<file path="src/rtl/muldiv_ctrl.sv">
// EX-stage sequencer for the shared iterative multiplier/divider.
// Issues start/operands, stalls the pipe while busy, commits {HI,LO}, handles flush and timeout.
module muldiv_ctrl #(
    parameter int unsigned TIMEOUT = 40,
    parameter logic [31:0] DIVZ_LO = 32'hFFFF_FFFF
) (
    input  logic        clk,
    input  logic        rst,
    input  logic [2:0]  op_i,
    input  logic        op_valid_i,
    input  logic [31:0] a_i,
    input  logic [31:0] b_i,
    input  logic        flush_i,
    output logic        stall_o,
    output logic [31:0] hi_o,
    output logic [31:0] lo_o,
    output logic        mul_start_o,
    output logic        mul_signed_o,
    output logic [31:0] mul_a_o,
    output logic [31:0] mul_b_o,
    input  logic [63:0] mul_result_i,
    input  logic        mul_ready_i,
    output logic        div_start_o,
    output logic        div_signed_o,
    output logic [31:0] div_a_o,
    output logic [31:0] div_b_o,
    input  logic [63:0] div_result_i,
    input  logic        div_ready_i,
    output logic        err_o
);

    localparam int CW = $clog2(TIMEOUT + 1);

    localparam logic [2:0] OP_MULT  = 3'd1;
    localparam logic [2:0] OP_MULTU = 3'd2;
    localparam logic [2:0] OP_DIV   = 3'd3;
    localparam logic [2:0] OP_DIVU  = 3'd4;
    localparam logic [2:0] OP_MTHI  = 3'd5;
    localparam logic [2:0] OP_MTLO  = 3'd6;

    typedef enum logic [2:0] {
        S_IDLE,
        S_MUL_BUSY,
        S_DIV_BUSY,
        S_DONE,
        S_DRAIN
    } state_t;

    state_t        r_state;
    logic          r_unit_div;
    logic [CW-1:0] r_cnt;

    logic          w_is_mul;
    logic          w_is_div;
    logic          w_accept;
    logic          w_ready;
    logic          w_timeout;
    logic [63:0]   w_result;

    assign w_is_mul  = (op_i == OP_MULT) || (op_i == OP_MULTU);
    assign w_is_div  = (op_i == OP_DIV)  || (op_i == OP_DIVU);
    assign w_accept  = (r_state == S_IDLE) && op_valid_i && !flush_i;
    // Only the unit that was started may complete; r_unit_div is meaningful in BUSY/DRAIN only.
    assign w_ready   = r_unit_div ? div_ready_i : mul_ready_i;
    assign w_result  = r_unit_div ? div_result_i : mul_result_i;
    // >= so a flush landing on the last busy cycle still times out in DRAIN.
    assign w_timeout = (r_cnt >= CW'(TIMEOUT - 1));

    // NOTE: stall_o must be combinational so the issuing instruction is held in the same cycle.
    always_comb begin
        stall_o = 1'b0;
        case (r_state)
            S_IDLE:                           stall_o = op_valid_i && (w_is_mul || w_is_div);
            S_MUL_BUSY, S_DIV_BUSY, S_DRAIN:  stall_o = 1'b1;
            default:                          stall_o = 1'b0;
        endcase
    end

    always_ff @(posedge clk) begin
        if (rst) begin
            r_state      <= S_IDLE;
            r_unit_div   <= 1'b0;
            r_cnt        <= '0;
            hi_o         <= '0;
            lo_o         <= '0;
            mul_start_o  <= 1'b0;
            mul_signed_o <= 1'b0;
            mul_a_o      <= '0;
            mul_b_o      <= '0;
            div_start_o  <= 1'b0;
            div_signed_o <= 1'b0;
            div_a_o      <= '0;
            div_b_o      <= '0;
            err_o        <= 1'b0;
        end else begin
            case (r_state)
                S_IDLE: begin
                    r_cnt <= '0;
                    if (w_accept) begin
                        if (op_i == OP_MTHI) begin
                            hi_o <= a_i;
                        end else if (op_i == OP_MTLO) begin
                            lo_o <= a_i;
                        end else if (w_is_mul) begin
                            mul_a_o      <= a_i;
                            mul_b_o      <= b_i;
                            mul_signed_o <= (op_i == OP_MULT);
                            mul_start_o  <= 1'b1;
                            r_unit_div   <= 1'b0;
                            r_state      <= S_MUL_BUSY;
                        end else if (w_is_div && (b_i != 32'd0)) begin
                            div_a_o      <= a_i;
                            div_b_o      <= b_i;
                            div_signed_o <= (op_i == OP_DIV);
                            div_start_o  <= 1'b1;
                            r_unit_div   <= 1'b1;
                            r_state      <= S_DIV_BUSY;
                        end else if (w_is_div) begin
                            hi_o    <= a_i;
                            lo_o    <= DIVZ_LO;
                            r_state <= S_DONE;
                        end
                    end
                end
                S_MUL_BUSY, S_DIV_BUSY: begin
                    if (flush_i) begin
                        mul_start_o <= 1'b0;
                        div_start_o <= 1'b0;
                        if (w_ready) begin
                            r_cnt   <= '0;
                            r_state <= S_IDLE;
                        end else begin
                            r_cnt   <= r_cnt + CW'(1);
                            r_state <= S_DRAIN;
                        end
                    end else if (w_ready) begin
                        hi_o        <= w_result[63:32];
                        lo_o        <= w_result[31:0];
                        mul_start_o <= 1'b0;
                        div_start_o <= 1'b0;
                        r_state     <= S_DONE;
                    end else if (w_timeout) begin
                        err_o       <= 1'b1;
                        mul_start_o <= 1'b0;
                        div_start_o <= 1'b0;
                        r_state     <= S_DONE;
                    end else begin
                        r_cnt <= r_cnt + CW'(1);
                    end
                end
                S_DRAIN: begin
                    if (w_ready || w_timeout) begin
                        if (!w_ready) err_o <= 1'b1;
                        r_cnt   <= '0;
                        r_state <= S_IDLE;
                    end else begin
                        r_cnt <= r_cnt + CW'(1);
                    end
                end
                S_DONE: begin
                    r_cnt   <= '0;
                    r_state <= S_IDLE;
                end
                default: r_state <= S_IDLE;
            endcase
        end
    end

endmodule

</file>
<file path="config.mk">
export PLATFORM = sky130hd
export DESIGN_NAME = muldiv_ctrl
export DESIGN_NICKNAME = d
export VERILOG_FILES = /design/src/rtl/muldiv_ctrl.sv
export SDC_FILE = /design/constraint.sdc
export NUM_CORES = 1
export LEC_CHECK = 0
export BUFFER_PORTS_ARGS = -buffer_cell sky130_fd_sc_hd__buf_2
export CORE_AREA = 2 2 156 158
export CTS_CLUSTER_SIZE = 28
export DETAILED_ROUTE_END_ITERATION = 10
export DIE_AREA = 0 0 158 160
export MAX_ROUTING_LAYER = met4
export PLACE_DENSITY_LB_ADDON = 0.3
export SLEW_MARGIN = 20
export SYNTH_ARGS = -nofsm -noshare
export SYNTH_HDL_FRONTEND = slang
export SYNTH_SLANG_ARGS = --single-unit
export TNS_END_PERCENT = 30
</file>
<file path="constraint.sdc">
create_clock -name clk -period 1.92 [get_ports clk]
set_input_delay 0.288 -clock clk [delete_from_list [all_inputs] [get_ports clk]]
set_output_delay 0.288 -clock clk [all_outputs]
set_load 0.005 [all_outputs]
</file>
* After elaboration in Yosys (flattened, before gate mapping)
Index checks and enable logic that the tools add are counted. Widths: inputs -> output; s select.
Cells by class: add/sub/neg operators 1, equality and inequality tests 33, multiplexer cells 60, $lt $le $gt $ge 1, bitwise logic cells 3, reduce and logical (&&, ||, !) cells 28
Operator list (count):
- $mux 32 | 16
- $pmux 32 s2 | 2
- $mux 64 | 1
- $mux 3 | 11
- $reduce_bool 32->1 | 1
- $mux 6 | 5
- $reduce_and 6->1 | 4
- $ne 2x2->1 const B | 11
- $mux 1 | 19
- $pmux 6 s3 | 1
- $reduce_and 8->1 | 2
- $ne 3x3->1 const B | 5
- $eq 3x2->1 const B | 4
- $eq 3x3->1 const B | 4
- $ne 3x2->1 const B | 4
- $reduce_and 5->1 | 2
- $pmux 3 s3 | 1
- $pmux 1 s2 | 4
- $reduce_and 7->1 | 1
- $add 6x1->6 const B | 1
- $eq 3x1->1 const B | 2
- $ge 6x6->1 const B | 1
- $reduce_bool 2->1 | 3
- $logic_and 1x1->1 | 4
- other kinds (11) | 17
Word-level totals: output and inout bits 198, input port bits 201, bits in registers 207

* Depth between registers and ports, before layout
depth in word-level cells 9, depth in mapped cells 8, gate-level depth less buffers 6

* Worst setup path before layout
OpenSTA, ideal clock, no wires.
kind register -> register, from register r_cnt[0], to register r_cnt[4], required time 1.792 ns, arrival time 1.687 ns, library setup time 0.128 ns, cell stages (with the launch flop) 7, path slack 0.104 ns, period minus slack after synthesis 1.816 ns, path buffers 0, cell sequence dfxtp_1 ha_1 a211o_1 a211oi_1 o2111ai_1 xnor2_1 nor2_1
On the way: cells in the longest elaborated chain, start to end 5
Ends and longest elaborated chain:
- start, declared | RTL line 51 | logic [CW-1:0] r_cnt;
- start signal, assigned | RTL line 133 | r_cnt <= r_cnt + CW'(1);
- start signal, assigned | RTL line 148 | r_cnt <= r_cnt + CW'(1);
- start signal, assigned | RTL line 157 | r_cnt <= r_cnt + CW'(1);
- $add 6x1->6 | RTL line 133, 148, 157
- $mux 6 | RTL line 142 | end else if (w_timeout) begin
- $mux 6 | RTL line 136 | end else if (w_ready) begin
- $mux 6 | RTL line 126 | if (flush_i) begin
- $pmux 6 s3 | RTL line 96 | case (r_state)
Several ways; a longest one is shown, not always the timed one. The select of a mux whose other input is x is not followed. A chain may end at the register's enable or synchronous reset.

* Worst setup path in the final report
from register r_state[2], to output port stall_o
On the way: cells in the longest elaborated chain, start to end 3
Ends and longest elaborated chain:
- start, declared | RTL line 49 | state_t r_state;
- start signal, assigned | RTL line 81 | r_state <= S_IDLE;
- start signal, assigned | RTL line 110 | r_state <= S_MUL_BUSY;
- start signal, assigned | RTL line 117 | r_state <= S_DIV_BUSY;
- $eq 3x3->1, or another cell as far along | RTL line 72 | case (r_state)
- $reduce_or 3->1 | RTL line 72
- $pmux 1 s2 (*) | RTL line 72
- end, declared | RTL line 14 | output logic stall_o,
Every way passes the cells marked *; elsewhere a longest branch is shown, timed or not.

==> impl_results.md <==
- Cell family with most CP delay: flip-flops
- Buf+Inv Stages, Crit Path: 2
- Vias per cell: 5.292
- Tcrit/Tclk final: 98.81%
- Post-route ant nets: 0
- Worst Setup End Kind: output pin
- First-pass GRT wire length: 52960 um
- Starting density of the core: 40.63%
- Clk_skew: 0.01488 ns
- Root Driver: clkbuf_16
- CP max FO: 12
- Register share of total power: 32.5%
- Fraction of layout cells with a size suffix above 1: 35.83%
- Clk pwr share: 28.5%
- Final setup viols: 0
- TritonCTS Sinks: 207
- Post-route cell area: 13220 um2
- Syn_area_per_cell: 8.286 um2
- Total Wirelength: 36030 um
- Core Region: 23820 um2
- Worst-Margin Slew: 0.6086 ns
- WP data required: 1.63 ns
- RSZ-0062 raised after global routing: true
- Area grow syn2layout: 36.64%
- CTS hold repair buffers: 0
- Post-DP Area: 12370 um2
- Slew HR: 59.42%
- Nets: 1764
- H-tree depth: 1
- GPL Wtd Cong: 0.8517
- Chip Width: 158 um
- Peak Freq: 527.1 MHz
- Initial DRC Count: 864
- Mapped cell area: 9678 um2
- Post-CTS Setup Inserts: 0
- CP Cell Sequence: buf_6 > maj3_2 > a21oi_2 > buf_2
- Routed wire per std cell: 18.89 um
- Pint: 0.009699 W
- Syn nets: 1370
- Pins over their slew limit: 0
- Final hold vios: 0
- Worst path slowest cell: dfxtp_1
- Switching share of power: 36.41%
- Clock-pin slew on the worst setup and hold paths: 0.06 ns
- Worst EP arrival: 1.61 ns
- Vias post-DR: 10090
- Buffers on Ports: 398
- # DRC: 0
- Critical path launch point type: register
- Status: completed
- Register area share after synthesis: 42.82%
- Top FF cell, synth: dfxtp_1
- P_sw: 0.005554 W
- Top post-synthesis cells by count: nand2_1 (264), dfxtp_1 (207), a21oi_1 (205)
- Seq cells post-synth: 207
- Drt first pass iters: 5
- Tot Pwr: 0.01525 W
- Largest net degree at the start of global routing: 118
- Async set-reset flop share out of synthesis: 0%
- Max_cap viols: 0
- Tightest Hold Check Type: primary input to register
- I/O pins: 399
- Clk buf depth: 3
- Syn. warnings: 0
- Count of different cell masters after synthesis: 61
- Die span in y: 160 um
- Worst path max stage delay: 0.32 ns
- GRT overflow: 0
- Number of buffers created by CTS: 23
- CTS tree: yes
- Row Count: 57
- VDD IR max: 0.6818 mV
- Synthesized netlist cell count: 1168
- Total GRT Usage: 27.65%
- Combinational share of power: 39.0%
- Area of the die: 25280 um2
- Most frequent cell after synthesis: nand2_1
- Final Critical Period: 1.897 ns
- Top cells by area, synth: dfxtp_1 (43%), a21oi_1 (11%), nand2_1 (10%)
- Number of synthesized flops with an enable pin: 0
- Dpl hpwl: 25270 um
- Crit path kind: register to output pin
- Leak: 5.660 nW
- Post-synth top area share: 42.82%
- Cell accounting for the most synthesized area: dfxtp_1
- Vias in the first global route: 9451
- Pwr/cell area: 1153 nW/um2
- Clk_lat worst skew: 0.50 ns
- Initial antenna violation count: 6
==> power by group through the flow <==
stage                     combinational, W  clock [W]  sequential, W
after floorplan                    0.00360          0        0.00509
after global placement             0.00558          0        0.00503
after detailed placement           0.00566          0        0.00504
after CTS                          0.00588    0.00443        0.00496
after global routing               0.00642    0.00459        0.00500
final                              0.00594    0.00435        0.00496
==> per-layer routing <==
| layer | global-route usage [%] | up-vias | routed length, um |
|---|---|---|---|
| li1 | - | 4884 | - |
| met1 | 33.47 | 4723 | 14510 |
| met2 | 46.32 | 425 | 17750 |
| met3 | 5.020 | 60 | 2592 |
| met4 | 9.091 | 0 | 1171 |
| met5 | - | - | 0 |
==> tightest hold or removal path, stage by stage <==
cell,delay (ns)
buf_2,0.11
nand2_1,0.05
a21oi_1,0.05
==> cells by family after synthesis <==
family,Yosys count,synth area share (%)
flops,207,42.82
xor+xnor,7,0.7111
fa+ha+maj,2,0.2327
buf+inv,108,5.688
simple gates,409,17.66
mux,98,10.19
compound gates,337,22.70
==> layout by cell type, fill, tap and decap left out, types with 4 or more instances in the layout <==
cell,instances
a21oi_1,203
buf_12,19
buf_2,397
buf_4,51
buf_6,4
clkbuf_1,7
clkbuf_16,24
dfxtp_1,205
diode_2,6
mux2i_1,97
nand2_1,263
nand3_1,35
nor2_1,78
nor4_1,4
nor4_2,4
o211ai_1,34
o21ai_0,39
o41ai_1,4
o41ai_2,28
xor2_1,4
==> through the flow <==
step	utilization [%]	std cells	setup slack (ns)	hold WS (ns)	TNS (ns)
2_1_floorplan	-	1168	0.1045	0.4240	0
3_3_place_gp	51.91	1859	-0.2118	0.4383	-8.247
3_5_place_dp	51.91	1859	-0.2833	0.4435	-11.87
4_1_cts	55.29	1900	0.01704	0.02988	0
5_1_grt	55.52	1907	-0.01955	0.04294	-0.01955
6_report	55.52	1907	0.02277	0.04355	0
==> state kept, by name, summed over array words and instances (netlist names), 3 cells and up <==
| name | cells |
|---|---|
| div_a_o | 32 |
| div_b_o | 32 |
| hi_o | 32 |
| lo_o | 32 |
| mul_a_o | 32 |
| mul_b_o | 32 |
| r_cnt | 6 |
| r_state | 3 |
==> worst paths after layout <==
check                                               from  cells past startpoint                  endpoint  slack, ns
worst min-delay path                             b_i[10]                      3  mul_b_o[10]$_SDFFE_PP0P_       0.04
worst max-delay path             r_state[2]$_SDFFE_PP0P_                      4                   stall_o       0.02
worst max register to register   r_state[2]$_SDFFE_PP0P_                      6     hi_o[29]$_SDFFE_PP0P_       0.08
worst min register to register  mul_a_o[24]$_SDFFE_PP0P_                      2  mul_a_o[24]$_SDFFE_PP0P_       0.45
==> cell type report <==
type / instances / area (um2)
fill: 2339 / 10600
multi-input combinational: 853 / 5056
sequential: 207 / 4149
timing repair buffer: 473 / 2848
clock buffer: 33 / 643.1
tap: 324 / 405.4
clock inverter: 7 / 92.59
inverter: 4 / 15.01
antenna: 6 / 15.01
==> timing repair <==
action	CTS	global route
pin swaps	0	4
gates resized for setup	8	6
setup endpoints to repair	24	43
gates cloned	1	1
No activity file was read; power rests on OpenSTA's default activity.
